$ cat config.mk
export PLATFORM = sky130hd
export DESIGN_NAME = fp8_add_seq
export DESIGN_NICKNAME = d
export VERILOG_FILES = /design/src/rtl/fp8_pkg.sv /design/src/rtl/fp8_norm_step.sv /design/src/rtl/fp8_add_seq.sv
export SDC_FILE = /design/constraint.sdc
export NUM_CORES = 1
export LEC_CHECK = 0
export CAP_MARGIN = 20
export CORE_ASPECT_RATIO = 1.1
export CORE_MARGIN = 5
export CORE_UTILIZATION = 40
export CTS_CLUSTER_DIAMETER = 60
export DETAILED_ROUTE_END_ITERATION = 10
export SYNTH_ARGS = -nofsm -noshare
export SYNTH_HDL_FRONTEND = slang
export SYNTH_SLANG_ARGS = --single-unit
export TNS_END_PERCENT = 30
$ cat constraint.sdc
create_clock -name clk -period 4.25 [get_ports clk]
set_input_delay 1.275 -clock clk [delete_from_list [all_inputs] [get_ports clk]]
set_output_delay 1.275 -clock clk [all_outputs]
set_load 0.01 [all_outputs]
$ cat src/rtl/fp8_pkg.sv
// rtl/fp8_pkg.sv - shared field widths, state encoding and operand layout for the fp8 adder
package fp8_pkg;

    localparam int SIGN_W = 1;
    localparam int EXP_W  = 3;
    localparam int FRAC_W = 4;

    localparam logic [EXP_W-1:0] EXP_MAX = 3'd7;

    typedef enum logic [2:0] {
        ST_IDLE  = 3'd0,
        ST_ALIGN = 3'd1,
        ST_ADD   = 3'd2,
        ST_NORM  = 3'd3,
        ST_DONE  = 3'd4
    } state_t;

    typedef struct packed {
        logic [SIGN_W-1:0] sign;
        logic [EXP_W-1:0]  exp;
        logic [FRAC_W-1:0] frac;
    } fp8_t;

endpackage

$ cat src/rtl/fp8_norm_step.sv
// rtl/fp8_norm_step.sv - one normalization decision on the carry-extended working mantissa
module fp8_norm_step
    import fp8_pkg::*;
#(
    parameter int GUARD = 3,
    localparam int MW = FRAC_W + 1 + GUARD
) (
    input  logic [MW:0]      mant,
    input  logic [EXP_W-1:0] exp,
    input  logic             sign,
    output logic [MW:0]      next_mant,
    output logic [EXP_W-1:0] next_exp,
    output logic             done,
    output logic             ovf,
    output logic             unf,
    output logic [7:0]       res
);

    // Bit MW is the carry out of the add, bit MW-1 the hidden one.
    always_comb begin
        next_mant = mant;
        next_exp  = exp;
        done      = 1'b0;
        ovf       = 1'b0;
        unf       = 1'b0;
        res       = 8'h00;
        if (mant[MW]) begin
            if (exp == EXP_MAX) begin
                done = 1'b1;
                ovf  = 1'b1;
                res  = {sign, EXP_MAX, {FRAC_W{1'b1}}};
            end else begin
                next_mant = mant >> 1;
                next_exp  = exp + 1'b1;
            end
        end else if (mant == '0) begin
            done = 1'b1;
        end else if (mant[MW-1]) begin
            done = 1'b1;
            res  = {sign, exp, mant[MW-2 -: FRAC_W]};
        end else if (exp == '0) begin
            done = 1'b1;
            unf  = 1'b1;
        end else begin
            next_mant = mant << 1;
            next_exp  = exp - 1'b1;
        end
    end

endmodule

$ cat src/rtl/fp8_add_seq.sv
// rtl/fp8_add_seq.sv - multi-cycle fp8 adder: align, add and normalize one step per clock
module fp8_add_seq
    import fp8_pkg::*;
#(
    parameter int GUARD = 3
) (
    input  logic       clk,
    input  logic       rst,
    input  logic       in_valid,
    output logic       in_ready,
    input  logic [7:0] op_a,
    input  logic [7:0] op_b,
    output logic       out_valid,
    input  logic       out_ready,
    output logic [7:0] res,
    output logic       ovf,
    output logic       unf,
    output logic       busy
);

    localparam int MW = FRAC_W + 1 + GUARD;

    state_t           state;
    logic             sign_a, sign_b;
    logic [EXP_W-1:0] exp_a, exp_b;
    logic [MW-1:0]    mant_a, mant_b;
    logic             sum_sign;
    logic [EXP_W-1:0] sum_exp;
    logic [MW:0]      sum_mant;

    fp8_t opa, opb;
    assign opa = op_a;
    assign opb = op_b;

    logic [MW:0]      ext_a, ext_b;
    assign ext_a = {1'b0, mant_a};
    assign ext_b = {1'b0, mant_b};

    logic [MW:0]      nrm_mant;
    logic [EXP_W-1:0] nrm_exp;
    logic             nrm_done, nrm_ovf, nrm_unf;
    logic [7:0]       nrm_res;

    fp8_norm_step #(.GUARD(GUARD)) u_norm (
        .mant      (sum_mant),
        .exp       (sum_exp),
        .sign      (sum_sign),
        .next_mant (nrm_mant),
        .next_exp  (nrm_exp),
        .done      (nrm_done),
        .ovf       (nrm_ovf),
        .unf       (nrm_unf),
        .res       (nrm_res)
    );

    // in_ready is held low while rst is asserted so nothing is taken during reset.
    assign in_ready  = (state == ST_IDLE) && !rst;
    assign out_valid = (state == ST_DONE);
    assign busy      = (state != ST_IDLE);

    always_ff @(posedge clk) begin
        if (rst) begin
            state    <= ST_IDLE;
            sign_a   <= 1'b0;
            sign_b   <= 1'b0;
            exp_a    <= '0;
            exp_b    <= '0;
            mant_a   <= '0;
            mant_b   <= '0;
            sum_sign <= 1'b0;
            sum_exp  <= '0;
            sum_mant <= '0;
            res      <= 8'h00;
            ovf      <= 1'b0;
            unf      <= 1'b0;
        end else begin
            case (state)
                ST_IDLE: begin
                    if (in_valid) begin
                        sign_a <= opa.sign;
                        sign_b <= opb.sign;
                        exp_a  <= opa.exp;
                        exp_b  <= opb.exp;
                        mant_a <= {(opa.exp != '0) || (opa.frac != '0), opa.frac, {GUARD{1'b0}}};
                        mant_b <= {(opb.exp != '0) || (opb.frac != '0), opb.frac, {GUARD{1'b0}}};
                        res    <= 8'h00;
                        ovf    <= 1'b0;
                        unf    <= 1'b0;
                        state  <= ST_ALIGN;
                    end
                end
                ST_ALIGN: begin
                    if (exp_a == exp_b) begin
                        state <= ST_ADD;
                    end else if (exp_a < exp_b) begin
                        mant_a <= mant_a >> 1;
                        exp_a  <= exp_a + 1'b1;
                    end else begin
                        mant_b <= mant_b >> 1;
                        exp_b  <= exp_b + 1'b1;
                    end
                end
                ST_ADD: begin
                    sum_exp <= exp_a;
                    if (sign_a == sign_b) begin
                        sum_mant <= ext_a + ext_b;
                        sum_sign <= sign_a;
                    end else if (mant_a >= mant_b) begin
                        sum_mant <= ext_a - ext_b;
                        sum_sign <= (mant_a == mant_b) ? 1'b0 : sign_a;
                    end else begin
                        sum_mant <= ext_b - ext_a;
                        sum_sign <= sign_b;
                    end
                    state <= ST_NORM;
                end
                ST_NORM: begin
                    if (nrm_done) begin
                        res   <= nrm_res;
                        ovf   <= nrm_ovf;
                        unf   <= nrm_unf;
                        state <= ST_DONE;
                    end else begin
                        sum_mant <= nrm_mant;
                        sum_exp  <= nrm_exp;
                    end
                end
                ST_DONE: begin
                    if (out_ready) state <= ST_IDLE;
                end
                default: state <= ST_IDLE;
            endcase
        end
    end

endmodule

# ---- After elaboration in Yosys (flattened, before gate mapping)
# Index checks and enable logic that the tools add are counted.
dict set report word_totals {
  output_inout_bits 13
  ff_bits 50
}
dict set report classes {
  mux 61
  addsub 7
  magnitude_cmp 2
  n_eq_ne 20
  n_reduce_logical 23
}
# op n
set ops {}
lappend ops {{$mux 8} 13}
lappend ops {{$mux 9} 7}
lappend ops {{$mux 3} 16}
lappend ops {{$pmux 8 s2} 3}
lappend ops {{$pmux 3 s2} 3}
lappend ops {{$pmux 9 s2} 1}
lappend ops {{$sub 8x8->9} 2}
lappend ops {{$reduce_and 4->1} 4}
lappend ops {{$mux 1} 15}
lappend ops {{$pmux 3 s5} 1}
lappend ops {{$ne 2x2->1 const B} 7}
lappend ops {{$ne 3x3->1 const B} 4}
lappend ops {{$add 3x1->3 const B} 3}
lappend ops {{$add 8x8->9} 1}
lappend ops {{$logic_not 9->1} 1}
lappend ops {{$reduce_bool 3->1} 3}
lappend ops {{$eq 8x8->1} 1}
lappend ops {{$ge 8x8->1} 1}
lappend ops {{$reduce_bool 4->1} 2}
lappend ops {{$eq 3x2->1 const B} 2}
lappend ops {{$eq 3x3->1 const B} 2}
lappend ops {{$logic_not 3->1} 2}
lappend ops {{$reduce_and 6->1} 1}
lappend ops {{$reduce_bool 2->1} 3}
lappend ops {{12 further kinds} 15}

# ---- Logic depth before layout (Yosys ltp)
dict set report depth {
  word_depth 7
  mapped_depth 11
  ltp_nobuf 10
}

# ---- By module
# From an unflattened synthesis, not the netlist that was laid out.
dict set report unflattened {
  hier_cells 507
  area_unflattened_um2 3876.2
}
# mod area_each_um2 cells_each n_inst seq_area_each_um2
set modules_own_cells {}
lappend modules_own_cells {fp8_add_seq 3452.1 442 1 1001.0}
lappend modules_own_cells {fp8_norm_step 424.2 65 1 0.0}

# ---- Least setup slack after synthesis
# No wires, ideal clock.
dict set report synth_timing {
  path_kind {input-to-output}
  from {input rst}
  to {output in_ready}
  path_stages 4
  t_arrival_ns 2.186
  t_required_ns 2.975
  slack_ns 0.789
  n_path_buf 3
  cell_sequence {clkbuf_1 clkbuf_1 clkbuf_1 nor2_1}
}
dict set report synth_via {
  elab_chain_len 2
}
# item line_no
set synth_lines {}
lappend synth_lines {{start, declared} fp8_add_seq.sv:8} ;# input logic rst,
lappend synth_lines {{$logic_not 1->1} fp8_add_seq.sv:57} ;# assign in_ready = (state == ST_IDLE) && !rst;
lappend synth_lines {{$logic_and 1x1->1} fp8_add_seq.sv:57}
lappend synth_lines {{end, declared} fp8_add_seq.sv:10} ;# output logic in_ready,
# Every way passes these cells.

# ---- Final worst setup path
# Same ends and word-level chain as after synthesis.

==> flow_summary.toml <==
[worst_setup_path]
worst_ep_arrival_time_ps = 2060
critPathBufInv = 2
cp.required_ps = 2970
worst-path-stages = 3
cp_max_fo = 2
critPathTopFamily = "buffers and inverters"
critPathKind = "in -> out"
cpPeakStageDelay_ps = 540
crit_slowest_cell = "clkdlybuf4s50_1"
endpoint_kind = "primary output"
start_kind = "input port"
r2r_cells = 9
path_cells = "buf_2 > nor2_1 > clkdlybuf4s50_1"

[drt]
ant_nets = 0
wl_per_cell_um = 15.36
topRoutingLayerUsed = "met4"
first_iter_violations = 195
drt-met1-wl_mm = 4.229
first_pass_iters = 4
drt-vias-per-instance = 5.591
vias = 3416
drc = 0
wl_met3_um = 362
routed_wl_mm = 9.382
route.met2.wl_mm = 4.643

[die]
die_w_um = 102.8
num_rows = 37
core_region_area_mm2 = 0.009305
die_area_mm2 = 0.01153
start_util_pct = 40.76
die_height_um = 112.1
num_io_pins = 33

[synth]
synth-adder-area-share_pct = 11.68
synth.avg_cell_area_um2 = 7.852
synth-edff-count = 0
syn_area_mm2 = 0.003792
async_flop_share_pct = 0
synth.distinct_cells = 71
ys_warn_count = 0
synth_mux_area_share_pct = 1.089
synthesis.nets = 536
synth_flop_cell = "dfxtp_1"
synth.yosys.seq_area_share_pct = 26.39
synth-seq-cells = 50
synth_compound_area_share_pct = 27.15
synth_top_family_by_area = "compound AO/OA/AOI/OAI gates"
syn_inst = 483
synth_xor_area_share_pct = 1.617
synth-simple-area-share_pct = 24.25

[job]
max_cap_viol_count = 0

[outcome]
status = "finished clean"

[placement]
routabilityCongestion = 0.8512
dpl.hpwl_mm = 7.423
dp.cells = 603
numPortBuffers = 32
dp_slack_ps = 913.0

[finish]
most-common-layout-cells = "51 x nand2_1, 50 x dfxtp_1, 49 x nor2_1"
drive_gt1_share_pct = 7.490
synthToLayoutAreaGrowth_pct = 10.19
stdcell_count = 611
finalNetCount = 546
num_antenna_cells = 0
fillerInstances = 943
ff_latch_area_mm2 = 0.001001
multi_input_area_mm2 = 0.002495
layout_commonest_cell = "nand2_1"

[global_route]
grt_pass1_vias = 3199
gr-usage-all-layers_pct = 16.56
grt_max_degree = 52
grt_pass1_wl_mm = 15.56
antenna_found_initial = 0
grt_overflow = 0

[sta]
max_freq_ghz = 0.3001
fin_crit_sh_pct = 78.39
min_period_ps = 3332
timing_max_transition_violations_final = 0
setup_ws_ps = 918.3
maxSlewHeadroom_pct = 39.92
holdWs_ps = 455.7
worstMarginPinSlew_ps = 901.2
setup_tns_ps = 0
fin_skew_ps = 11.00
rsz0062_at_grt = "no"
hold_viol = 0
final-setup-viol-count = 0

[cts]
cts_tree = "built"
cts_buffers = 5
holdBufCountCts = 0
ctsHtreeMaxLevel = 2
clk_latency_ps = 310
cts.sinks = 50
clk_pin_slew_ps = 90
cts_resized = 0
post_cts.repair.setup_buffers = 0
cts_root_buf = "clkbuf_8"
clk_path_buf_depth = 2

[pwr]
power_leakage_uw = 0.001567
power_density_mw_per_mm2 = 422.8
ir_drop_mv = 0.1621

[min_path]
hp-class = "reg -> reg"
hold_depth = 2
[stage by stage]
step / utilization, % / cell area [um^2] / total power (uW)
after floorplan: - / 3792 / 1325
after global placement: 43.94 / 4089 / 1488
after detailed placement: 43.94 / 4089 / 1496
after CTS: 44.91 / 4179 / 1779
after global routing: 44.91 / 4179 / 1909
final: 44.91 / 4179 / 1767
[worst reg2reg max path, cell delays in order, from the launching register on]
cell and delay [ps]:
dfxtp_1 400, inv_1 80, ha_1 590, nand4_1 200
or2_4 310, nand3_4 140, nor2_4 100, nor3_1 310
mux2i_1 280, a41o_1 190
[area by class of cell]
type	instances	area share, %
well taps	117	3.503
inverters	33	2.964
repair buffers	33	7.725
clock buffers	5	1.647
flip-flops and latches	50	23.95
multi-input cells	370	59.70
clock inverters	3	0.5090
[synthesized netlist by cell type, drive strengths merged (4+ instances only)]
cell type  count  area share, %
nand2         53            5.4
nor2          53            5.6
a21oi         52            7.6
dfxtp         50             26
inv           33            3.3
ha            29            9.6
buf           18            3.4
o21ai         17            2.3
nand3         16            2.4
clkbuf        12            1.2
nor3          12            2.4
a211oi        11            2.3
a311oi        11            2.5
nor2b          9            1.7
a221oi         6            1.4
a31oi          6            1.4
and2           6           0.99
nand2b         6           0.99
nor3b          5            1.3
o21a           5           0.99
o21bai         5           0.99
o22ai          5           0.82
fa             4            2.1
nand4          4           0.66
o211ai         4           0.92
or3            4           0.66
xnor2          4           0.92
[registers in the layout (all words and copies together), names as in the netlist, 3 cells and up]
register	flops
exp_b	3
sum_mant	9
mant_b	8
sum_exp	3
mant_a	8
state	3
exp_a	3
res	8
[path summary, 6_finish.rpt]
kind	startpoint	to	slack [ps]
worst max-delay path	rst	in_ready	920
worst max register to register	mant_a[5]	sum_mant[3]	1610
worst min-delay path	res[3]	res[3]	460
worst min register to register	res[3]	res[3]	460
[cell families (layout without fill, tap and decap cells)]
family / count (synthesis) / in the layout
mux: 4 / 4
compound gates: 148 / 148
simple gates: 178 / 178
flops: 50 / 50
buf+inv: 63 / 74
xor+xnor: 7 / 7
fa+ha+maj: 33 / 33
[power by group]
part	total [uW]	internal [uW]	switching (uW)
Sequential	587	517	69.2
Clock	282	116	166
Combinational	898	345	553
Total	1770	979	788
[metal layers]
metal,up-vias,global-route usage [%]
met4,0,3.972
li1,1739,-
met2,71,28.38
met5,-,0
met3,11,2.362
met1,1595,21.72
No activity file was read; power rests on OpenSTA's default activity.
